<file path="src/rtl/fsgnj_pipe.sv">
// fsgnj_pipe
//   Pipelined RISC-V sign-injection unit (FSGNJ / FSGNJN / FSGNJX) for any
//   IEEE-754 width. The result is formed combinationally from rs1/rs2 and then
//   carried through STAGES elastic register slots together with a destination
//   tag and an illegal-op flag.
//
// Ports
//   CLK, RST        clock (rising edge), asynchronous active-high reset
//   EN              unit enable; low freezes every slot and blocks both transfers
//   in_valid/ready  input handshake; rs1 (magnitude), rs2 (sign), funct3, in_tag
//   out_valid/ready output handshake; OUT_FSGNJ, out_tag, out_illegal
module fsgnj_pipe #(
  parameter int FLEN   = 32,
  parameter int STAGES = 2,
  parameter int TAG_W  = 5
) (
  input  logic             CLK,
  input  logic             RST,
  input  logic             EN,
  input  logic             in_valid,
  output logic             in_ready,
  input  logic [FLEN-1:0]  rs1,
  input  logic [FLEN-1:0]  rs2,
  input  logic [2:0]       funct3,
  input  logic [TAG_W-1:0] in_tag,
  output logic             out_valid,
  input  logic             out_ready,
  output logic [FLEN-1:0]  OUT_FSGNJ,
  output logic [TAG_W-1:0] out_tag,
  output logic             out_illegal
);

  localparam logic [2:0] OP_FSGNJ  = 3'b000;
  localparam logic [2:0] OP_FSGNJN = 3'b001;
  localparam logic [2:0] OP_FSGNJX = 3'b010;

  logic [FLEN-1:0] res_data;
  logic            res_illegal;

  always_comb begin
    res_data    = '0;
    res_illegal = 1'b0;
    case (funct3)
      OP_FSGNJ:  res_data = {rs2[FLEN-1], rs1[FLEN-2:0]};
      OP_FSGNJN: res_data = {~rs2[FLEN-1], rs1[FLEN-2:0]};
      OP_FSGNJX: res_data = {rs1[FLEN-1] ^ rs2[FLEN-1], rs1[FLEN-2:0]};
      default:   res_illegal = 1'b1;
    endcase
  end

  logic [STAGES-1:0] valid_vec;
  logic [STAGES-1:0] load_vec;

  genvar gi;
  generate
    for (gi = 0; gi < STAGES; gi++) begin : gen_slot
      logic             valid_q, valid_d;
      logic             ill_q, ill_d;
      logic [FLEN-1:0]  data_q, data_d;
      logic [TAG_W-1:0] tag_q, tag_d;

      logic             src_valid;
      logic             src_ill;
      logic [FLEN-1:0]  src_data;
      logic [TAG_W-1:0] src_tag;

      if (gi == 0) begin : g_src_in
        assign src_valid = in_valid;
        assign src_ill   = res_illegal;
        assign src_data  = res_data;
        assign src_tag   = in_tag;
      end else begin : g_src_prev
        assign src_valid = gen_slot[gi-1].valid_q;
        assign src_ill   = gen_slot[gi-1].ill_q;
        assign src_data  = gen_slot[gi-1].data_q;
        assign src_tag   = gen_slot[gi-1].tag_q;
      end

      // A slot may load when it, or any slot downstream of it, has a hole, or
      // when the output drains: that is the unrolled form of "empty or
      // advancing", and it depends only on flops so no combinational chain.
      assign load_vec[gi]  = EN & (out_ready | ~(&valid_vec[STAGES-1:gi]));
      assign valid_vec[gi] = valid_q;

      always_comb begin
        valid_d = valid_q;
        ill_d   = ill_q;
        data_d  = data_q;
        tag_d   = tag_q;
        if (load_vec[gi]) begin
          valid_d = src_valid;
          // Payload only moves with a real op so a drained output keeps
          // showing its last result instead of bubble contents.
          if (src_valid) begin
            ill_d  = src_ill;
            data_d = src_data;
            tag_d  = src_tag;
          end
        end
      end

      always_ff @(posedge CLK or posedge RST) begin
        if (RST) begin
          valid_q <= 1'b0;
          ill_q   <= 1'b0;
          data_q  <= '0;
          tag_q   <= '0;
        end else begin
          valid_q <= valid_d;
          ill_q   <= ill_d;
          data_q  <= data_d;
          tag_q   <= tag_d;
        end
      end
    end
  endgenerate

  assign in_ready    = load_vec[0] & ~RST;
  assign out_valid   = gen_slot[STAGES-1].valid_q;
  assign OUT_FSGNJ   = gen_slot[STAGES-1].data_q;
  assign out_tag     = gen_slot[STAGES-1].tag_q;
  assign out_illegal = gen_slot[STAGES-1].ill_q;

endmodule

</file>
<file path="config.mk">
export PLATFORM = sky130hd
export DESIGN_NAME = fsgnj_pipe
export DESIGN_NICKNAME = d
export VERILOG_FILES = /design/src/rtl/fsgnj_pipe.sv
export SDC_FILE = /design/constraint.sdc
export NUM_CORES = 1
export LEC_CHECK = 0
export CAP_MARGIN = 5
export CORE_MARGIN = 2
export CORE_UTILIZATION = 25
export CTS_CLUSTER_SIZE = 20
export DETAILED_ROUTE_END_ITERATION = 7
export GPL_TIMING_DRIVEN = 0
export HOLD_SLACK_MARGIN = 0.12
export PLACE_DENSITY_LB_ADDON = 0.25
export SETUP_SLACK_MARGIN = 0.15
export SLEW_MARGIN = 20
export SYNTH_ARGS = -nofsm -noshare
export SYNTH_HDL_FRONTEND = slang
export SYNTH_SLANG_ARGS = --single-unit
export TNS_END_PERCENT = 5
</file>
<file path="constraint.sdc">
create_clock -name CLK -period 3.43 [get_ports CLK]
set_input_delay 0.686 -clock CLK [delete_from_list [all_inputs] [get_ports CLK]]
set_output_delay 0.686 -clock CLK [all_outputs]
set_load 0.02 [all_outputs]
</file>
==> results.tsv <==
stage	metric	value	unit
grt	grt_usage	0.117	
clocking	clockBufferDepth	2	
power	pwr-share-comb	0.264	
clocking	cts_root_buf	clkbuf_16	
sta	finalClockSkew	5.64	ps
grt	grt_max_degree	41	
logic_synthesis	synth_edf_count	0	
grt	grt_antenna_before_repair	0	
power	p_per_area	667	nW/um2
logic_synthesis	yosysWarnings	0	
die	rows	41	
logic_synthesis	synth_seq_cells	78	
setup_path	timing_worst_setup_path_type	in2out	
route	via_per_inst	4.36	
power	irDropWorstVdd	0.216	mV
sta	rsz0062_at_grt	false	
setup_path	critPathBufInv	4	
setup_path	worst_path_max_delay_cell	clkdlybuf4s50_1	
logic_synthesis	synth_area	3270	um2
sta	hold_viol	0	
setup_path	slowest_delay	560	ps
setup_path	r2r_cells	5	
setup_path	rrSetupSlack	1940	ps
logic_synthesis	synthTopCellsByArea	dfrtp_1 (60%), mux2_4 (9.2%), mux2_2 (8.3%)	
placement	place_congestion	0.675	
setup_path	cp-end-kind	output port	
die	start_util	0.258	
final_layout	drive_above_1_share	0.206	
die	ios	117	
die	die_x	118	um
grt	overflow	0	
final_layout	area_growth	44.1	%
route	vias	2318	
power	swShare	0.263	
logic_synthesis	synth_area_per_cell	12.7	um2
logic_synthesis	yosys_most_used_dff	dfrtp_1	
sta	drv_slew	0	
setup_path	crit_family	buffers and inverters	
sta	setup_viol	0	
setup_path	r2r-end	OUT_FSGNJ[12]	
power	leakage	2.14	nW
power	p_switching	0.000827	W
sta	finalCritPeriodShare	0.832	
flow_run	maxCapViolations	0	
logic_synthesis	synthTopCellsByCount	dfrtp_1 (78), nand2_1 (35), nand4_1 (31), o21ai_0 (31), mux2_2 (24)	
worst_hold_path	min_path_type	reg2reg	
die	coreArea	12700	um2
placement	numPortBuffers	85	
setup_path	crit_required	2740	ps
setup_path	crit_path_start_kind	input port	
grt	grt_pass1_vias	2433	
route	routed_wl	7790	um
final_layout	nNetsFinal	432	
logic_synthesis	synth_top_area_cell	dfrtp_1	
clocking	clock_latency	330	ps
clocking	cts_sinks	78	
logic_synthesis	syn-num-nets	335	
route	drcViolationCount	0	
clocking	clk_pin_slew	60	ps
route	drtPass1Iterations	4	
clocking	cts_setup_buffers	0	
clocking	numCtsBuffers	9	
die	die_area	14000	um2
die	die_h	118	um
clocking	cts_tree	built	
power	pwr-share-clk	0.352	
sta	hold_ws	489	ps
logic_synthesis	syn_inst	258	
route	routedWlPerCell	14.6	um
final_layout	diodes	0	
logic_synthesis	synth.most_common_cell	dfrtp_1	
clocking	htreeDepth	3	
setup_path	cp_max_fo	10	
sta	post-route-min-period	2850	ps
placement	dp_hpwl	5400	um
worst_hold_path	holdPathStages	1	
logic_synthesis	ys_seq_area_frac	0.597	
sta	worstMarginPinSlew	507	ps
worst_hold_path	holdCritStartpoint	gen_slot[0].ill_q	
sta	max-slew-margin-rel	0.662	
power	p_int	0.00232	W
logic_synthesis	synth_cell_types	25	
worst_hold_path	worstHoldEndpoint	gen_slot[0].ill_q	
outcome	status	finished clean	
logic_synthesis	synth_top_area_frac	0.597	
power	pwr-share-seq	0.383	
sta	timing.fmax	350	MHz
route	ant_nets	0	
setup_path	path_cells	clkdlybuf4s50_1 > and3b_1 > buf_6 > buf_2 > nor3_1 > dlymetal6s2s_1	
setup_path	rr_startpoint	out_valid	
power	total_power	0.00314	W
grt	grt_first_pass_wirelength	12800	um
route	drt_iter0_drc	88	
logic_synthesis	synth-async-reset-ratio	1.00	
setup_path	critPathArrivalTime	2170	ps
## layer usage
layer | track usage | up-vias | wire length (um)
met3 | 0.0381 | 6 | 429
li1 | - | 1123 | -
met4 | 0.0361 | 0 | 80
met5 | 0 | - | 0
met1 | 0.152 | 1131 | 3650
met2 | 0.185 | 58 | 3630
## repair_timing
action,4_1_cts,5_1_grt
endpoints found under the setup margin,0,1
hold buffers,0,0
gates resized for setup,0,1
## area by class of cell
| type | instances | area, um2 |
|---|---|---|
| fill | 1267 | 7960 |
| sequential | 78 | 1950 |
| multi-input combinational | 157 | 1170 |
| timing repair buffer | 86 | 873 |
| clock buffer | 13 | 260 |
| tap | 172 | 215 |
| buffer | 21 | 135 |
| clock inverter | 3 | 90.1 |
| inverter | 2 | 10.0 |
## metrics by stage
| stage | setup TNS [ps] | area (um2) | setup WS, ps | std cells | utilization |
|---|---|---|---|---|---|
| 4_1_cts | 0 | 4710 | 154 | 532 | 0.372 |
| 6_report | 0 | 4710 | 576 | 532 | 0.372 |
| 2_1_floorplan | 0 | 3270 | 749 | 258 | - |
| 3_3_place_gp | -46600 | 4340 | -605 | 515 | 0.342 |
| 3_5_place_dp | 0 | 4360 | 182 | 516 | 0.344 |
| 5_1_grt | 0 | 4710 | 498 | 532 | 0.372 |
## layout by cell type (no fill, tap or decap), drive strengths merged, types with 2 or more instances in the layout
master and n:
mux2 44, buf 10, nand2 35, inv 2
a21oi 2, clkbuf 25, nand4 31, o21ai 34
bufinv 3, nor2 2, clkdlybuf4s50 84, dfrtp 78
## how the worst max path moves through the flow
stage	from	end	slack, ps	depth (start not counted)
2_1_floorplan	RST	OUT_FSGNJ[0]	750	1
3_3_place_gp	RST	OUT_FSGNJ[19]	-600	2
3_5_place_dp	out_ready	in_ready	180	6
4_1_cts	out_ready	in_ready	150	6
5_1_grt	out_ready	in_ready	500	6
6_report	out_ready	in_ready	580	6
## power by group through the flow
stage / sequential, W / combinational (W) / clock, W
after global routing: 0.00124 / 0.000884 / 0.00118
after floorplan: 0.00137 / 0.000294 / 0
after global placement: 0.00122 / 0.000835 / 0
after CTS: 0.00121 / 0.000848 / 0.00113
final: 0.00121 / 0.000831 / 0.00111
after detailed placement: 0.00123 / 0.000844 / 0
## flip-flops by register name, summed over array words and instances (netlist names)
name / flops
out_illegal: 1
gen_slot.data_q: 32
out_valid: 1
gen_slot.valid_q: 1
gen_slot.tag_q: 5
gen_slot.ill_q: 1
OUT_FSGNJ: 32
out_tag: 5
## logic make-up after synthesis
group | Yosys count | synth area share
compound gates | 38 | 0.0601
buf+inv | 23 | 0.0436
flops | 78 | 0.597
mux | 45 | 0.178
simple gates | 74 | 0.122
(Power assumes the default switching activity.)
